<file path="src/rtl/genius_seq_engine.sv">
// genius_seq_engine: Genius/Simon game sequencer. It generates symbols from an LFSR, plays them on the LEDs and checks the presses.
// Latency: a start accepted in cycle c gives ADD in c+1 and the first LED lit in c+2; a press is judged on the cycle it arrives.
// Backpressure: none. btn outside WAIT_IN and start outside IDLE/WIN/LOSE are dropped.
//
// Ports:
//   CLOCK_50, reset_n  system clock and asynchronous active-low reset
//   start              one-cycle new-game pulse; seed and rounds_goal are sampled with it
//   tick               game-rate strobe that drives the playback and timeout timers
//   btn                one-cycle press pulses, one bit per key
//   leds               one-hot playback output
//   round, points      current sequence length and saturating count of correct presses
//   playing/awaiting/win/lose  decoded from the state register
// Optional: define GENIUS_SPEEDUP_EN to shorten the LED on-time by one tick every 4 rounds (minimum 1).

module genius_seq_engine #(
  parameter int N_CH          = 4,
  parameter int MAX_ROUNDS    = 16,
  parameter int PW            = 8,
  parameter int ON_TICKS      = 2,
  parameter int OFF_TICKS     = 1,
  parameter int TIMEOUT_TICKS = 5,
  localparam int SW = $clog2(N_CH),
  localparam int RW = $clog2(MAX_ROUNDS + 1)
) (
  input  logic            CLOCK_50,
  input  logic            reset_n,
  input  logic            start,
  input  logic            tick,
  input  logic [15:0]     seed,
  input  logic [RW-1:0]   rounds_goal,
  input  logic [N_CH-1:0] btn,
  output logic [N_CH-1:0] leds,
  output logic [RW-1:0]   round,
  output logic [PW-1:0]   points,
  output logic            playing,
  output logic            awaiting,
  output logic            win,
  output logic            lose
);

  localparam int AW     = (MAX_ROUNDS > 1) ? $clog2(MAX_ROUNDS) : 1;
  localparam int TMAX_A = (ON_TICKS > OFF_TICKS) ? ON_TICKS : OFF_TICKS;
  localparam int TMAX   = (TMAX_A > TIMEOUT_TICKS) ? TMAX_A : TIMEOUT_TICKS;
  localparam int TW     = $clog2(TMAX + 1);

  localparam logic [15:0]   LFSR_INIT = 16'hACE1;
  localparam logic [15:0]   LFSR_MASK = 16'hB400;
  localparam logic [RW-1:0] R_ONE     = RW'(1);
  localparam logic [RW-1:0] R_MAX     = RW'(MAX_ROUNDS);
  localparam logic [TW-1:0] T_ONE     = TW'(1);
  localparam logic [TW-1:0] T_OFF     = TW'(OFF_TICKS);
  localparam logic [TW-1:0] T_TMO     = TW'(TIMEOUT_TICKS);
  localparam logic [PW-1:0] P_ONE     = PW'(1);
  localparam logic [PW-1:0] P_MAX     = {PW{1'b1}};

  typedef enum logic [2:0] {
    S_IDLE, S_ADD, S_PLAY_ON, S_PLAY_OFF, S_WAIT_IN, S_WIN, S_LOSE
  } state_t;

  state_t          state;
  logic [15:0]     lfsr;
  logic [15:0]     lfsr_next;
  logic [RW-1:0]   goal;
  logic [RW-1:0]   goal_clamped;
  logic [RW-1:0]   idx;
  logic [RW-1:0]   idx_nxt;
  logic [TW-1:0]   timer;
  logic [TW-1:0]   timer_inc;
  logic [TW-1:0]   on_lim;
  logic [SW-1:0]   mem [0:(1<<AW)-1];
  logic [SW-1:0]   sym_new;
  logic [SW-1:0]   sym_cur;
  logic [SW-1:0]   sym_first;
  logic [SW-1:0]   sym_nxt;
  logic [N_CH-1:0] exp_oh;
  logic            last_step;

  function automatic logic [N_CH-1:0] onehot(input logic [SW-1:0] s);
    logic [N_CH-1:0] v;
    v    = '0;
    v[s] = 1'b1;
    return v;
  endfunction

  assign lfsr_next = {1'b0, lfsr[15:1]} ^ (lfsr[0] ? LFSR_MASK : 16'h0000);
  assign sym_new   = lfsr[SW-1:0];
  assign idx_nxt   = idx + R_ONE;
  assign timer_inc = timer + T_ONE;
  assign sym_cur   = mem[idx[AW-1:0]];
  assign sym_nxt   = mem[idx_nxt[AW-1:0]];
  assign sym_first = mem[{AW{1'b0}}];
  assign exp_oh    = onehot(sym_cur);
  assign last_step = (idx == (round - R_ONE));

  always_comb begin
    goal_clamped = rounds_goal;
    if (rounds_goal == '0) begin
      goal_clamped = R_ONE;
    end else if (rounds_goal > R_MAX) begin
      goal_clamped = R_MAX;
    end
  end

`ifdef GENIUS_SPEEDUP_EN
  // round is at least 1 whenever on_lim is consulted (PLAY_ON only).
  logic [RW-1:0] speed_cut;
  assign speed_cut = (round - R_ONE) >> 2;
  assign on_lim    = (32'(speed_cut) >= ON_TICKS) ? T_ONE : TW'(ON_TICKS - 32'(speed_cut));
`else
  assign on_lim = TW'(ON_TICKS);
`endif

  // The sequence store has no reset. Every entry that is read is written earlier in the same game.
  always_ff @(posedge CLOCK_50) begin
    if (state == S_ADD) begin
      mem[round[AW-1:0]] <= sym_new;
    end
  end

  always_ff @(posedge CLOCK_50 or negedge reset_n) begin
    if (!reset_n) begin
      state  <= S_IDLE;
      lfsr   <= LFSR_INIT;
      goal   <= '0;
      round  <= '0;
      points <= '0;
      idx    <= '0;
      timer  <= '0;
      leds   <= '0;
    end else begin
      case (state)
        S_IDLE, S_WIN, S_LOSE: begin
          if (start) begin
            lfsr   <= (seed == 16'h0000) ? LFSR_INIT : seed;
            goal   <= goal_clamped;
            round  <= '0;
            points <= '0;
            idx    <= '0;
            timer  <= '0;
            leds   <= '0;
            state  <= S_ADD;
          end
        end
        S_ADD: begin
          lfsr  <= lfsr_next;
          round <= round + R_ONE;
          idx   <= '0;
          timer <= '0;
          // In the first round mem[0] is written on this same edge, so the LED takes the fresh symbol.
          leds  <= onehot((round == '0) ? sym_new : sym_first);
          state <= S_PLAY_ON;
        end
        S_PLAY_ON: begin
          if (tick) begin
            if (timer_inc == on_lim) begin
              timer <= '0;
              leds  <= '0;
              state <= S_PLAY_OFF;
            end else begin
              timer <= timer_inc;
            end
          end
        end
        S_PLAY_OFF: begin
          if (tick) begin
            if (timer_inc == T_OFF) begin
              timer <= '0;
              if (last_step) begin
                idx   <= '0;
                state <= S_WAIT_IN;
              end else begin
                idx   <= idx_nxt;
                leds  <= onehot(sym_nxt);
                state <= S_PLAY_ON;
              end
            end else begin
              timer <= timer_inc;
            end
          end
        end
        S_WAIT_IN: begin
          // A press takes priority over a tick that arrives in the same cycle.
          if (btn != '0) begin
            if (btn == exp_oh) begin
              if (points != P_MAX) begin
                points <= points + P_ONE;
              end
              if (last_step) begin
                state <= (round == goal) ? S_WIN : S_ADD;
              end else begin
                idx   <= idx_nxt;
                timer <= '0;
              end
            end else begin
              state <= S_LOSE;
            end
          end else if (tick) begin
            if (timer_inc == T_TMO) begin
              state <= S_LOSE;
            end else begin
              timer <= timer_inc;
            end
          end
        end
        default: state <= S_IDLE;
      endcase
    end
  end

  assign playing  = (state == S_ADD) || (state == S_PLAY_ON) || (state == S_PLAY_OFF);
  assign awaiting = (state == S_WAIT_IN);
  assign win      = (state == S_WIN);
  assign lose     = (state == S_LOSE);

endmodule

</file>
<file path="config.mk">
export PLATFORM = sky130hd
export DESIGN_NAME = genius_seq_engine
export DESIGN_NICKNAME = d
export VERILOG_FILES = /design/src/rtl/genius_seq_engine.sv
export SDC_FILE = /design/constraint.sdc
export NUM_CORES = 1
export LEC_CHECK = 0
export ABC_AREA = 0
export CAP_MARGIN = 0
export CORE_AREA = 2 2 80 120
export DETAILED_ROUTE_END_ITERATION = 7
export DIE_AREA = 0 0 82 122
export PLACE_DENSITY = 0.76
export REMOVE_ABC_BUFFERS = 1
export SETUP_SLACK_MARGIN = 0.05
export SLEW_MARGIN = 0
export SYNTH_ARGS = -nofsm -noshare
export SYNTH_HDL_FRONTEND = slang
export SYNTH_SLANG_ARGS = --single-unit
</file>
<file path="constraint.sdc">
create_clock -name CLOCK_50 -period 4.5 [get_ports CLOCK_50]
set_clock_uncertainty 0.05 [all_clocks]
set_input_delay 1.125 -clock CLOCK_50 [delete_from_list [all_inputs] [get_ports CLOCK_50]]
set_output_delay 1.125 -clock CLOCK_50 [all_outputs]
set_load 0.01 [all_outputs]
</file>
==> results.tsv, run 1 <==
stage	metric	value	unit
run_status	status	finished, final reports clean	
grt	grt_max_degree	50	
critical_path	cp_max_fo	15	
floorplanning	design.die.area	0.0100	mm²
synthesis	yosys_warnings	0	
synthesis	syn_area	0.00483	mm²
timing	tightest_slew	1070	ps
cells_and_area	final_util	61.8	%
floorplanning	rows	43	
grt	grtUsageMet3	4.00	%
timing	finalSetupViolations	0	
cells_and_area	instances_no_fill	605	
grt	antenna_found_initial	0	
timing	finalSetupTns	0	ps
power	netSwitchingFraction	38.5	%
power	leakage	0.00222	µW
synthesis	synth_area_leaders	dfrtp_1, edfxtp_1, mux4_2	
hold_path	hp-class	reg -> reg	
synthesis	syn_avg_cell_area	10.8	µm²
grt	overflow	0	
cts	cts_setup_buffers	0	
cells_and_area	drive_above_1_share	12.2	%
routing	vias	3672	
critical_path	cp.required	3320	ps
synthesis	synth_cell_type_count	66	
grt	busiest_layer	met2	
synthesis	yosys_most_used_dff	dfrtp_1	
synthesis	ys_ff_latch	81	
critical_path	crit_path_start_kind	register	
power	power.net_switching	1290	µW
power	ir_worst_vdd	0.367	mV
timing	fin_crit_sh	87.0	%
cts	cts_made_buffers	9	
power	powerDensity	599	mW/mm²
grt	grt_pass1_wl	17500	µm
routing	wl_per_cell	17.4	µm
power	seqPwrFrac	38.4	%
synthesis	synth_top_area_share	21.3	%
cts	cts_resized	0	
synthesis	yosysMostFrequentCell	nand2_1	
grt	first_global_vias	3671	
critical_path	arrival	2740	ps
floorplanning	io_pins	50	
grt	gr-usage-all-layers	23.0	%
routing	antenna_left	0	
cts	ctsHoldBuffers	0	
synthesis	synth-async-reset-ratio	60.5	%
synthesis	synth_edf_count	32	
power	cellInternalPower	2060	µW
cells_and_area	nFillCells	710	
synthesis	yosys-top-cells-count	nand2_1, dfrtp_1, edfxtp_1	
cts	cts.sinks	81	
timing	finalMaxSlewViolations	0	
cts	htree_levels	3	
power	clkPwrFrac	19.6	%
cts	clock_latency	340	ps
floorplanning	start_util	53.4	%
timing	max_clock_freq	255	MHz
timing	rsz0062_at_grt	no	
placed_design	detailed_place_hpwl	7580	µm
floorplanning	coreArea	0.00904	mm²
timing	slew_headroom	28.4	%
routing	firstDrtPassIters	5	
cells_and_area	antenna_cells	0	
placed_design	placed_cells	589	
synthesis	ys_seq_area_share	45.5	%
power	comb_power_share	42.0	%
routing	vias_per_cell	6.07	
synthesis	yosys.area.top_type	dfrtp_1	
placed_design	place.gp.congestion	0.817	
cts	clockBufferDepth	2	
cts	path_clk_slew	60	ps
grt	grt.met1_usage	28.8	%
critical_path	end_kind	output pin	
placed_design	portBuffers	49	
cts	cts_root_buffer	clkbuf_16	
cts	cts_tree	yes	
grt	met2_usage	38.4	%
timing	period_needed	3920	ps
floorplanning	die_h	122	µm
cells_and_area	area_delta_synth_final	15.7	%
cells_and_area	fin_nets	526	
timing	hold_violations	0	
synthesis	syn_inst	449	
routing	routed_wl	10500	µm
floorplanning	die_w	82	µm
routing	drtIter0Drc	298	
critical_path	crit_type	reg -> out	
routing	post-route-drc-count	0	
run	cap_violations	0	
critical path: stages, from the launching register on:
cell and delay [ps]:
dfrtp_1 590, nor2b_1 390, nand2_1 320, inv_1 460
clkdlybuf4s50_1 630
sequential cells by signal, indices dropped and copies added, names as in the netlist:
register,count
round,5
leds,4
timer,3
state,3
points,8
idx,5
mem,32
lfsr,16
goal,5
cells by family (layout without fill, tap and decap cells):
kind of cell    Yosys count  count (layout)  share of synthesized area [%]
compound gates           90              90                           13.2
xor+xnor                 19              19                           3.45
fa+ha+maj                 9               9                           2.33
buf+inv                  41              85                           4.64
flops                    81              81                           45.5
mux                      37              37                           12.3
simple gates            172             172                           18.6
cell type report:
| class | instances | area, µm² | area share, % |
|---|---|---|---|
| Clock buffer | 11 | 233 | 4.17 |
| Clock inverter | 5 | 32.5 | 0.582 |
| Inverter | 17 | 63.8 | 1.14 |
| Multi-Input combinational cell | 327 | 2410 | 43.2 |
| Sequential cell | 81 | 2200 | 39.3 |
| Tap cell | 112 | 140 | 2.51 |
| Timing Repair Buffer | 52 | 508 | 9.09 |
routing by layer:
| metal | wire length [µm] | vias to the layer above |
|---|---|---|
| met5 | 0 | - |
| met4 | 284 | 0 |
| met3 | 523 | 26 |
| met2 | 5450 | 133 |
| met1 | 4250 | 1776 |
| li1 | - | 1737 |
power by group through the flow:
stage / clock [µW] / sequential [µW] / combinational, µW
floorplan: 0 / 1220 / 1010
global placement: 0 / 1280 / 1350
detailed placement: 0 / 1290 / 1390
CTS: 667 / 1280 / 1410
global route: 695 / 1320 / 1550
finish: 656 / 1280 / 1400
path summary, 6_finish.rpt:
kind	endpoint	slack, ps	cells after the start	from
setup / recovery	awaiting	580	4	state[2]
hold / removal	lfsr[2]	420	2	lfsr[3]
setup reg to reg	idx[3]	1250	8	idx[0]
hold reg to reg	lfsr[2]	420	2	lfsr[3]
max in group asynchronous	round[2]	2790	1	reset_n
min in group asynchronous	timer[0]	940	1	reset_n
through the flow:
stage	power [µW]	hold slack, ps	area [µm²]	setup WS, ps
final	3340	424	5590	583
after global routing	3560	441	5590	440
after CTS	3350	427	5590	632
after detailed placement	2690	412	5320	1000
after global placement	2630	397	5320	1100
after floorplan	2230	389	4670	1680
layout by cell type, fill, tap and decap left out, types with 8 or more instances in the layout:
master / count
a21oi_1: 15
clkdlybuf4s50_1: 48
mux2i_1: 14
nand2_1: 53
xor2_1: 12
clkbuf_16: 9
nor2_1: 29
mux4_2: 12
a22oi_1: 9
dfrtp_1: 41
edfxtp_1: 32
inv_1: 17
ha_1: 9
nor3_1: 9
dfstp_2: 8
and2_1: 15
o21ai_0: 20
nand3_1: 14
No activity file was read; power rests on OpenSTA's default activity.
==> run 2, diff against run 1 <==
==> constraint.sdc (replaced) <==
create_clock -name CLOCK_50 -period 4.63 [get_ports CLOCK_50]
set_clock_uncertainty 0.05 [all_clocks]
set_input_delay 1.1575 -clock CLOCK_50 [delete_from_list [all_inputs] [get_ports CLOCK_50]]
set_output_delay 1.1575 -clock CLOCK_50 [all_outputs]
set_load 0.01 [all_outputs]
==> run 2 against run 1 <==
Compared with the run above: register-to-register slack improved by 150 ps; cell count unchanged; global-route usage decreased by 0.47 points; sequential share of layout area decreased by 0.24 points; count of clock-buffer cells in the layout increased by 3; design area increased by 0.60%; die area unchanged; first-iteration DRC count increased by 10%; highest routed layer unchanged.
==> results.tsv, run 2 (same netlist as run 1, synthesis figures left out) <==
stage	metric	value	unit	change
run_status	status	finished, final reports clean		
floorplanning	coreArea	0.00904	mm²	unchanged
cells_and_area	final_common_cell	nand2_1		
power	clkPwrFrac	21.1	%	+1.5 points
critical_path	rr_worst_depth	8		unchanged
cells_and_area	instances_no_fill	605		unchanged
floorplanning	start_util	53.4	%	unchanged
placed_design	portBuffers	49		unchanged
cts	cts_made_buffers	9		unchanged
power	powerDensity	585	mW/mm²	-2.3%
power	comb_power_share	41.0	%	-1.0 points
routing	vias	3575		-2.6%
cts	cts_tree	yes		
cells_and_area	largest_reg_flops	32		unchanged
timing	hold_slack	421	ps	-3.53 ps
cts	ctsHoldBuffers	0		unchanged
timing	tightest_slew	1090	ps	+19.1 ps
cts	cts_resized	0		unchanged
cells_and_area	nFillCells	733		+3.2%
cts	htree_levels	3		unchanged
timing	hold_violations	0		unchanged
cells_and_area	area_delta_synth_final	16.4	%	
placed_design	place_ws	1110	ps	+112 ps
cells_and_area	drive_above_1_share	12.4	%	+0.20 points
critical_path	arrival	2700	ps	-40 ps
grt	grtUsageMet3	4.30	%	+0.30 points
power	seqPwrFrac	37.9	%	-0.5 points
hold_path	hp-class	reg -> reg		
critical_path	cp_max_fo	15		unchanged
critical_path	path_cells	nor2b_1 > nand2_1 > inv_1 > clkdlybuf4s50_1		
placed_design	place.gp.congestion	0.813		-0.56%
cts	path_clk_slew	60	ps	about the same
floorplanning	rows	43		unchanged
grt	first_global_vias	3658		-0.35%
cells_and_area	final_area	0.00562	mm²	+0.60%
cts	clockBufferDepth	2		unchanged
grt	busiest_layer	met2		
grt	gr-usage-all-layers	22.5	%	-0.47 points
routing	post-route-drc-count	0		unchanged
floorplanning	design.die.area	0.0100	mm²	unchanged
routing	drtIter0Drc	329		+10%
routing	antenna_left	0		unchanged
grt	met2_usage	38.0	%	-0.41 points
cells_and_area	fin_nets	526		unchanged
timing	finalSetupViolations	0		unchanged
power	ir_worst_vdd	0.389	mV	+5.9%
cts	cts_setup_buffers	0		unchanged
timing	fin_crit_sh	84.3	%	
timing	rsz0062_at_grt	no		
run	cap_violations	0		unchanged
timing	slew_headroom	27.1	%	-1.3 points
routing	wl_per_cell	16.9	µm	-2.8%
routing	vias_per_cell	5.91		-2.6%
critical_path	end_kind	output pin		
placed_design	place_area	0.00532	mm²	unchanged
cells_and_area	regArea	0.00220	mm²	unchanged
timing	layout_setup_ws	725	ps	+142 ps
timing	period_needed	3900	ps	
placed_design	placed_cells	589		unchanged
floorplanning	die_h	122	µm	unchanged
power	netSwitchingFraction	37.1	%	-1.4 points
power	leakage	0.00225	µW	+1.3%
timing	max_clock_freq	256	MHz	
cells_and_area	final_cell_mix	nand2_1, clkdlybuf4s50_1, dfrtp_1		
timing	finalMaxSlewViolations	0		unchanged
grt	overflow	0		unchanged
grt	grt_max_degree	50		unchanged
power	cellInternalPower	2070	µW	+0.53%
placed_design	detailed_place_hpwl	7410	µm	-2.3%
grt	antenna_found_initial	0		unchanged
routing	routed_wl	10200	µm	-2.8%
critical_path	crit_slowest_cell	clkdlybuf4s50_1		
cells_and_area	multiInputGateArea	0.00241	mm²	unchanged
hold_path	min_path_cells	2		unchanged
grt	grt_pass1_wl	17200	µm	-1.7%
power	power.net_switching	1220	µW	-5.3%
cells_and_area	antenna_cells	0		unchanged
critical_path	crit_type	reg -> out		
routing	firstDrtPassIters	4		-1
cts	cts_root_buffer	clkbuf_16		
grt	grt.met1_usage	27.8	%	-1.0 points
critical_path	cp.required	3420	ps	+100 ps
cts	clock_latency	330	ps	about the same
critical_path	crit_path_start_kind	register		
floorplanning	die_w	82	µm	unchanged
critical_path	slowest_delay	630	ps	about the same
cts	cts.sinks	81		unchanged
timing	finalSetupTns	0	ps	unchanged
floorplanning	io_pins	50		unchanged
critical_path	r2r_setup_slack	1400	ps	+150 ps
==> run 2: worst paths after layout <==
| path | startpoint | to |
|---|---|---|
| min in group asynchronous | reset_n | timer[0] |
| min | lfsr[7] | lfsr[7] |
| min reg2reg | lfsr[7] | lfsr[7] |
| max in group asynchronous | reset_n | round[2] |
| max | state[2] | awaiting |
| max reg2reg | idx[0] | idx[1] |
==> run 2: final cells by class <==
cell class	instances	area share [%]
inverter	17	1.14
clock buffer	14	5.14
timing repair buffer	52	9.04
tap	112	2.49
multi-input combinational	327	42.9
sequential	81	39.1
clock inverter	2	0.178
==> run 2: power groups by stage <==
stage	registers [µW]	clock network [µW]	logic, µW
final	1250	693	1350
after global routing	1280	738	1500
after CTS	1250	703	1360
after detailed placement	1260	0	1350
after global placement	1250	0	1310
after floorplan	1190	0	978
==> run 2: routing by layer <==
metal  vias to the layer above  wire length [µm]
met3                        23               375
li1                       1733                 -
met4                         0               282
met2                        81              5270
met5                         -                 0
met1                      1738              4280
==> run 2: critical path: cells and delay by family (launching register included) <==
family                 cells  cell delay (ps)
buffers and inverters      2             1080
and+or+nand+nor            2              700
DFF                        1              590
==> run 2: through the flow <==
step	total power [µW]	util [%]
after CTS	3310	62.2
final	3290	62.2
after floorplan	2170	-
after global placement	2550	58.9
after global routing	3520	62.2
after detailed placement	2600	58.9
==> run 3, diff against run 2 <==
==> constraint.sdc (replaced) <==
create_clock -name CLOCK_50 -period 4 [get_ports CLOCK_50]
set_clock_uncertainty 0.05 [all_clocks]
set_input_delay 1 -clock CLOCK_50 [delete_from_list [all_inputs] [get_ports CLOCK_50]]
set_output_delay 1 -clock CLOCK_50 [all_outputs]
set_load 0.01 [all_outputs]
==> run 3 against run 2 <==
Compared with the run above: design area grew 0.73%; cell count grew 0.50%; via count grew 1.4%; global-route usage grew 0.33 points; die area is the same; setup slack lost 170 ps; flip-flop and latch count is the same; power grew 17%; largest power group unchanged.
==> results.tsv, run 3 (same netlist as run 1, synthesis figures left out) <==
stage	metric	value	unit	change
run_status	status	finished, final reports clean		
critical_path	crit_slowest_cell	dfrtp_1		
timing	finalSetupTns	0	ps	unchanged
hold_path	worstHoldStart	lfsr[7]		
timing	tightest_slew	1120	ps	+29.4 ps
run	cap_violations	0		unchanged
critical_path	crit_type	reg -> out		
cts	path_clk_slew	60	ps	about the same
timing	period_needed	3440	ps	
routing	routed_wl	10400	µm	+1.5%
floorplanning	io_pins	50		unchanged
routing	wl_per_cell	17.0	µm	+0.96%
placed_design	portBuffers	49		unchanged
critical_path	arrival	2390	ps	-310 ps
cells_and_area	final_cell_mix	nand2_1, clkdlybuf4s50_1, dfrtp_1		
grt	gr-usage-all-layers	22.8	%	+0.33 points
routing	drtIter0Drc	243		-26%
power	cellInternalPower	2440	µW	+18%
hold_path	min_path_cells	2		unchanged
critical_path	slowest_delay	610	ps	-20 ps
hold_path	hp-class	reg -> reg		
cells_and_area	final_util	62.6	%	+0.46 points
critical_path	crit_start	state[2]		
power	leakage	0.00226	µW	+0.66%
critical_path	end_kind	output pin		
cts	cts_tree	yes		
floorplanning	die_h	122	µm	unchanged
cts	cts_setup_buffers	0		unchanged
critical_path	cp.required	2950	ps	-470 ps
cts	cts_resized	0		unchanged
cells_and_area	final_common_cell	nand2_1		
cells_and_area	antenna_cells	0		unchanged
critical_path	path_cells	nor2b_1 > nand2_1 > inv_1 > clkdlybuf4s50_1		
critical_path	crit_path_start_kind	register		
timing	hold_slack	424	ps	+3.64 ps
grt	antenna_found_initial	0		unchanged
timing	max_clock_freq	290	MHz	
floorplanning	rows	43		unchanged
cts	htree_levels	3		unchanged
power	power.net_switching	1420	µW	+16%
timing	rsz0062_at_grt	no		
grt	grt_pass1_wl	17300	µm	+0.48%
cells_and_area	drive_above_1_share	12.9	%	+0.53 points
cts	ctsHoldBuffers	0		unchanged
critical_path	cp_max_fo	15		unchanged
placed_design	place_area	0.00534	mm²	+0.42%
critical_path	r2r-start	idx[1]		
timing	slew_headroom	25.1	%	-2.0 points
cts	cts_root_buffer	clkbuf_16		
routing	vias	3625		+1.4%
routing	firstDrtPassIters	4		unchanged
timing	hold_violations	0		unchanged
power	powerDensity	681	mW/mm²	+16%
timing	finalSetupViolations	0		unchanged
cts	cts_made_buffers	9		unchanged
cts	cts.sinks	81		unchanged
floorplanning	coreArea	0.00904	mm²	unchanged
placed_design	place.gp.congestion	0.842		+3.5%
floorplanning	design.die.area	0.0100	mm²	unchanged
floorplanning	start_util	53.4	%	unchanged
power	ir_worst_vdd	0.369	mV	-5.1%
power	seqPwrFrac	37.2	%	-0.7 points
cells_and_area	fin_nets	529		+0.57%
grt	overflow	0		unchanged
grt	grt_max_degree	50		unchanged
power	clkPwrFrac	22.3	%	+1.2 points
cts	clockBufferDepth	2		unchanged
critical_path	rr_worst_depth	8		unchanged
timing	fin_crit_sh	86.1	%	
floorplanning	die_w	82	µm	unchanged
placed_design	place_ws	875	ps	-239 ps
power	comb_power_share	40.5	%	-0.5 points
timing	finalMaxSlewViolations	0		unchanged
power	netSwitchingFraction	36.8	%	-0.32 points
cells_and_area	final_area	0.00566	mm²	+0.73%
routing	post-route-drc-count	0		unchanged
timing	layout_setup_ws	555	ps	-170 ps
routing	vias_per_cell	5.96		+0.90%
grt	first_global_vias	3544		-3.1%
cts	clock_latency	330	ps	about the same
placed_design	detailed_place_hpwl	7590	µm	+2.4%
cells_and_area	nFillCells	741		+1.1%
cells_and_area	area_delta_synth_final	17.3	%	
routing	antenna_left	0		unchanged
cells_and_area	largest_reg_flops	32		unchanged
-- run 3: changes by cell type in the layout (fill, tap and decap cells not counted) --
cell / before / now
clkinvlp_4: 0 / 2
buf_4: 3 / 6
clkbuf_4: 1 / 0
bufinv_16: 0 / 1
clkinv_2: 2 / 1
clkbuf_8: 2 / 1
-- run 3: area by class of cell --
cell class	count	area, µm²	share of cell area [%]
Multi-Input combinational cell	327	2410	42.6
Sequential cell	81	2200	38.8
Timing Repair Buffer	55	531	9.37
Clock buffer	12	268	4.73
Tap cell	112	140	2.48
Inverter	17	63.8	1.13
Clock inverter	4	50.0	0.884
-- run 3: power groups by stage --
stage	clock, µW	combinational (µW)	sequential (µW)
2_1_floorplan	0	1130	1380
3_3_place_gp	0	1520	1430
3_5_place_dp	0	1560	1440
4_1_cts	868	1570	1430
5_1_grt	905	1740	1480
6_report	858	1560	1430
-- run 3: per-stage QoR --
| step | power, µW | instances |
|---|---|---|
| global route | 4120 | 608 |
| floorplan | 2510 | 425 |
| global placement | 2950 | 592 |
| detailed placement | 3010 | 592 |
| finish | 3850 | 608 |
| CTS | 3870 | 608 |
-- run 3: per-layer routing --
metal  GRT usage [%]  wire (µm)
met1            29.7       4330
met2            37.9       5460
met3            3.70        389
met4            8.75        184
met5               0          0
-- run 3: worst paths after layout --
path                                 end  slack, ps
worst max-delay path            awaiting        560
max in group asynchronous        lfsr[1]       2380
worst min-delay path             lfsr[7]        420
worst max register to register    idx[1]        900
worst min register to register   lfsr[7]        420
min in group asynchronous       timer[0]        820
-- run 3: worst max-delay path, delay by kind of cell, from the launching register on --
| family | cells | cell delay, ps |
|---|---|---|
| flip-flops | 1 | 610 |
| buffers and inverters | 2 | 700 |
| AND/OR/NAND/NOR | 2 | 750 |
